`config.mk`:
```
export PLATFORM = sky130hd
export DESIGN_NAME = sixteen_bit_divider
export DESIGN_NICKNAME = d
export VERILOG_FILES = /design/src/rtl/sixteen_bit_divider.sv
export SDC_FILE = /design/constraint.sdc
export NUM_CORES = 1
export LEC_CHECK = 0
export BUFFER_PORTS_ARGS = -buffer_cell sky130_fd_sc_hd__buf_2
export CAP_MARGIN = 30
export CORE_MARGIN = 2
export CORE_UTILIZATION = 47
export DETAILED_ROUTE_END_ITERATION = 10
export GPL_ROUTABILITY_DRIVEN = 0
export HOLD_SLACK_MARGIN = 0.15
export PLACE_DENSITY = 0.68
export SLEW_MARGIN = 10
export SYNTH_ARGS = -nofsm -noshare
export SYNTH_HDL_FRONTEND = slang
export SYNTH_SLANG_ARGS = --single-unit
```
`constraint.sdc`:
```
create_clock -name clk -period 2.9 [get_ports clk]
set_clock_uncertainty 0.05 [all_clocks]
set_input_delay 0.435 -clock clk [delete_from_list [all_inputs] [get_ports clk]]
set_output_delay 0.435 -clock clk [all_outputs]
set_load 0.01 [all_outputs]
```
`src/rtl/sixteen_bit_divider.sv`:
```
// sixteen_bit_divider: multi-cycle 16-bit restoring divider, one quotient bit per clock.
// Define DIVIDER_SIGNED_EN for two's-complement operands; the default build is unsigned.
module sixteen_bit_divider (
    input  logic        clk,
    input  logic        reset_n,
    input  logic        start,
    input  logic [15:0] dividend,
    input  logic [15:0] divisor,
    output logic        busy,
    output logic        done,
    output logic [15:0] quotient,
    output logic [15:0] remainder,
    output logic        div_by_zero
);

`ifdef DIVIDER_SIGNED_EN
    localparam bit SIGNED_MODE = 1'b1;
`else
    localparam bit SIGNED_MODE = 1'b0;
`endif

    typedef enum logic [1:0] {
        IDLE = 2'd0,
        RUN  = 2'd1,
        FIX  = 2'd2,
        DZ   = 2'd3
    } state_t;

    state_t      state_reg, state_next;
    logic [3:0]  count_reg, count_next;
    logic [15:0] rem_reg, rem_next;
    logic [15:0] quo_reg, quo_next;
    logic [15:0] dsr_reg, dsr_next;
    logic [15:0] raw_reg, raw_next;
    logic        neg_quo_reg, neg_quo_next;
    logic        neg_rem_reg, neg_rem_next;
    logic        busy_reg, busy_next;
    logic        done_reg, done_next;
    logic [15:0] q_out_reg, q_out_next;
    logic [15:0] r_out_reg, r_out_next;
    logic        dz_reg, dz_next;

    logic        dividend_neg;
    logic        divisor_neg;
    logic [15:0] mag_dividend;
    logic [15:0] mag_divisor;
    logic [17:0] trial;
    logic        borrow;
    logic [15:0] fix_quo;
    logic [15:0] fix_rem;

    // In the unsigned build the sign bits are forced low, so magnitudes and
    // correction collapse to pass-through.
    assign dividend_neg = SIGNED_MODE & dividend[15];
    assign divisor_neg  = SIGNED_MODE & divisor[15];
    assign mag_dividend = dividend_neg ? (16'd0 - dividend) : dividend;
    assign mag_divisor  = divisor_neg  ? (16'd0 - divisor)  : divisor;

    // Trial subtraction of {partial remainder, next dividend bit}; bit 17 is the borrow.
    assign trial  = {1'b0, rem_reg, quo_reg[15]} - {2'b00, dsr_reg};
    assign borrow = trial[17];

    assign fix_quo = neg_quo_reg ? (16'd0 - quo_reg) : quo_reg;
    assign fix_rem = neg_rem_reg ? (16'd0 - rem_reg) : rem_reg;

    always_comb begin
        state_next   = state_reg;
        count_next   = count_reg;
        rem_next     = rem_reg;
        quo_next     = quo_reg;
        dsr_next     = dsr_reg;
        raw_next     = raw_reg;
        neg_quo_next = neg_quo_reg;
        neg_rem_next = neg_rem_reg;
        busy_next    = busy_reg;
        done_next    = 1'b0;
        q_out_next   = q_out_reg;
        r_out_next   = r_out_reg;
        dz_next      = dz_reg;

        case (state_reg)
            IDLE: begin
                if (start) begin
                    raw_next  = dividend;
                    busy_next = 1'b1;
                    if (divisor == 16'd0) begin
                        state_next = DZ;
                    end else begin
                        rem_next     = 16'd0;
                        quo_next     = mag_dividend;
                        dsr_next     = mag_divisor;
                        neg_quo_next = dividend_neg ^ divisor_neg;
                        neg_rem_next = dividend_neg;
                        count_next   = 4'd0;
                        state_next   = RUN;
                    end
                end
            end
            RUN: begin
                // On borrow the shifted remainder is below the divisor, so its MSB is 0.
                rem_next = borrow ? {rem_reg[14:0], quo_reg[15]} : trial[15:0];
                quo_next = {quo_reg[14:0], ~borrow};
                if (count_reg == 4'd15) begin
                    count_next = 4'd0;
                    state_next = FIX;
                end else begin
                    count_next = count_reg + 4'd1;
                end
            end
            FIX: begin
                q_out_next = fix_quo;
                r_out_next = fix_rem;
                dz_next    = 1'b0;
                done_next  = 1'b1;
                busy_next  = 1'b0;
                state_next = IDLE;
            end
            DZ: begin
                q_out_next = 16'hFFFF;
                r_out_next = raw_reg;
                dz_next    = 1'b1;
                done_next  = 1'b1;
                busy_next  = 1'b0;
                state_next = IDLE;
            end
            default: begin
                state_next = IDLE;
            end
        endcase
    end

    always_ff @(posedge clk or negedge reset_n) begin
        if (!reset_n) begin
            state_reg   <= IDLE;
            count_reg   <= 4'd0;
            rem_reg     <= 16'd0;
            quo_reg     <= 16'd0;
            dsr_reg     <= 16'd0;
            raw_reg     <= 16'd0;
            neg_quo_reg <= 1'b0;
            neg_rem_reg <= 1'b0;
            busy_reg    <= 1'b0;
            done_reg    <= 1'b0;
            q_out_reg   <= 16'd0;
            r_out_reg   <= 16'd0;
            dz_reg      <= 1'b0;
        end else begin
            state_reg   <= state_next;
            count_reg   <= count_next;
            rem_reg     <= rem_next;
            quo_reg     <= quo_next;
            dsr_reg     <= dsr_next;
            raw_reg     <= raw_next;
            neg_quo_reg <= neg_quo_next;
            neg_rem_reg <= neg_rem_next;
            busy_reg    <= busy_next;
            done_reg    <= done_next;
            q_out_reg   <= q_out_next;
            r_out_reg   <= r_out_next;
            dz_reg      <= dz_next;
        end
    end

    assign busy        = busy_reg;
    assign done        = done_reg;
    assign quotient    = q_out_reg;
    assign remainder   = r_out_reg;
    assign div_by_zero = dz_reg;

endmodule

```
==> impl_metrics.csv <==
group,metric,value,unit
finish,nNetsFinal,652,
critical_path,path_buf_inv,0,
critical_path,cp_top_family,"compound AO/OA/AOI/OAI gates",
floorplan,die_w,111,µm
critical_path,cpMaxStageDelayCell,"dfrtp_1",
yosys,synth_nets,587,
yosys,synth_ff_type,"dfrtp_1",
status,outcome,"finished clean",
drt,drc,0,
global_routing,gr-total-overflow,0,
critical_path,critical_path_class,"reg2reg",
cts,cts_root_buffer,"clkbuf_16",
yosys,syn_area_per_cell,10.0,µm²
cts,cts_tree,"yes",
drt,avgViaCountPerCell,5.62,
critical_path,critPathMaxStageDelay,0.45,ns
finish,regArea,2630,µm²
cts,clk_latency,0.35,ns
finish,final_layout_size_suffix_gt1_frac,0.233,
yosys,synth.area.top_cells,"dfrtp_1, mux2_2, mux2i_1",
cts,cts_max_level,3,
yosys,yosysMostFrequentCell,"dfrtp_1",
drt,vias,4181,
yosys,yosysUniqueCellTypes,50,
timing,slew_violations,0,
global_routing,antenna_found_initial,0,
timing,finalCritPeriodShare,0.874,
cts,clk_pin_slew,0.08,ns
timing,finalWorstSetupSlack,0.364,ns
floorplan,die-area,12300,µm²
critical_path,worstSetupStartpointType,"flip-flop",
power,power.leakage,2.89,nW
critical_path,worstPathMaxFanout,11,
hold_path,hold_path_class,"in2reg",
timing,fin_tns_setup,0,ns
finish,antenna-diode-count,0,
yosys,yosys_warnings,0,
yosys,seq_area_frac_synth,0.490,
timing,setup_viol,0,
finish,areaGrowthSynthToFinish,16.2,%
critical_path,required,3.08,ns
yosys,synthCells,534,
drt,drtPass1Iterations,4,
finish,fillers,979,
drt,drt_iter0_markers,270,
critical_path,path_cells,"ha_1 -> a21oi_1 -> o21a_1 -> o21a_1 -> a21oi_2 -> or2_1 -> a311o_1",
floorplan,ios,70,
power,vdd_drop_max,0.467,mV
timing,fmax,394,MHz
floorplan,rows,38,
cts,cts_buffers,9,
critical_path,end_kind,"flip-flop",
floorplan,core-area,11000,µm²
cts,cts_sinks,105,
floorplan,die_h,111,µm
power,powerDensity,1310,nW/µm²
cts,cts_repair_resize_count,0,
drt,drt-wirelength-per-cell,16.8,µm
timing,rsz0062_at_grt,"false",
yosys,async_reset_ff_frac,1.00,
placed_design,io_buffers,69,
floorplan,start_util,0.488,
drt,ant_nets,0,
yosys,synth-edff-count,0,
yosys,synth_top_area_frac,0.490,
timing,period_needed,2.54,ns
global_routing,track_usage,0.213,
timing,relSlewSlack,0.527,
placed_design,dp_slack,0.393,ns
yosys,synth_area,5360,µm²
cts,cts_buffer_depth,2,
critical_path,arrival,2.72,ns
job,max_cap_violations,0,
yosys,ys_top_cells_by_count,"dfrtp_1, nor2_1, nand2_1",
global_routing,grt_start_max_net_pins,57,
timing,hold_viol_final,0,
yosys,netlist.top_cell.by_area,"dfrtp_1",
timing,worst_pin_slew,0.709,ns
yosys,ys_seq_elements,105,
global_routing,grt_pass1_wl,21.2,mm
global_routing,grt_pass1_vias,4250,
drt,wirelength,12.5,mm
placed_design,post-dp-hpwl,8.96,mm
critical_path,crit_top_cell,"o21a_1",
finish,multi_input_area,2530,µm²
[per-layer routing]
layer,up-vias,track usage,routed length (µm)
li1,2030,-,-
met1,2024,0.281,5590
met2,105,0.358,6170
met3,22,0.0235,467
met4,0,0.0892,272
met5,-,0,0
[per-stage QoR]
step | hold WS [ns] | instances | power (mW) | area (µm²) | utilization
after floorplan | 0.0894 | 534 | 5.65 | 5360 | -
after global placement | 0.422 | 727 | 6.69 | 5900 | 0.537
after detailed placement | 0.441 | 727 | 6.83 | 5900 | 0.537
after CTS | 0.267 | 744 | 8.17 | 6230 | 0.567
after global routing | 0.281 | 744 | 8.79 | 6230 | 0.567
final | 0.277 | 744 | 8.13 | 6230 | 0.567
[power by group]
group | total, mW | internal (mW) | switching [mW] | leakage (nW)
logic | 4.17 | 1.81 | 2.36 | 1.50
clock network | 1.29 | 0.730 | 0.564 | 0.155
registers | 2.67 | 2.17 | 0.496 | 1.24
[repair_timing]
item	in CTS	in global routing
setup buffers	0	0
hold buffers	1	0
endpoints found under the hold margin	51	0
[path summary, 6_finish.rpt]
path                              from           to  slack, ns  depth (start not counted)
min reg2reg                div_by_zero  div_by_zero       0.46                          1
max reg2reg                 rem_reg[9]   rem_reg[6]       0.36                          7
min in group asynchronous      reset_n  div_by_zero       0.64                          2
max in group asynchronous      reset_n         done       1.44                          3
min                         divisor[2]   dsr_reg[2]       0.28                          2
max                         rem_reg[9]   rem_reg[6]       0.36                          7
[cells in the final DEF, fill, tap and decap left out, types with 4 or more instances in the layout]
cell type and instances:
a21o_1 5, a21oi_1 42, a221o_1 6, buf_2 68
buf_4 14, clkbuf_16 9, dfrtp_1 104, ha_1 17
inv_1 22, mux2_2 32, mux2i_1 32, nand2_1 47
nand2b_1 4, nand3_1 5, nor2_1 64, nor3_1 13
nor4_1 7, o211ai_1 7, o21a_1 6, o21ai_0 32
o31ai_1 6, xnor2_1 5, xor2_1 4
[area by class of cell]
| class | count | share of cell area |
|---|---|---|
| timing repair buffer | 85 | 0.0796 |
| inverter | 22 | 0.0133 |
| tap | 140 | 0.0281 |
| sequential | 105 | 0.422 |
| clock buffer | 11 | 0.0406 |
| clock inverter | 5 | 0.0106 |
| multi-input combinational | 376 | 0.406 |
[cells by family after synthesis]
group,count (synthesis),synth area share
simple gates,155,0.126
compound gates,130,0.156
flops,105,0.490
mux,64,0.127
buf+inv,53,0.0432
fa+ha+maj,18,0.0434
xor+xnor,9,0.0147
Power figures use the tool's default switching activity.
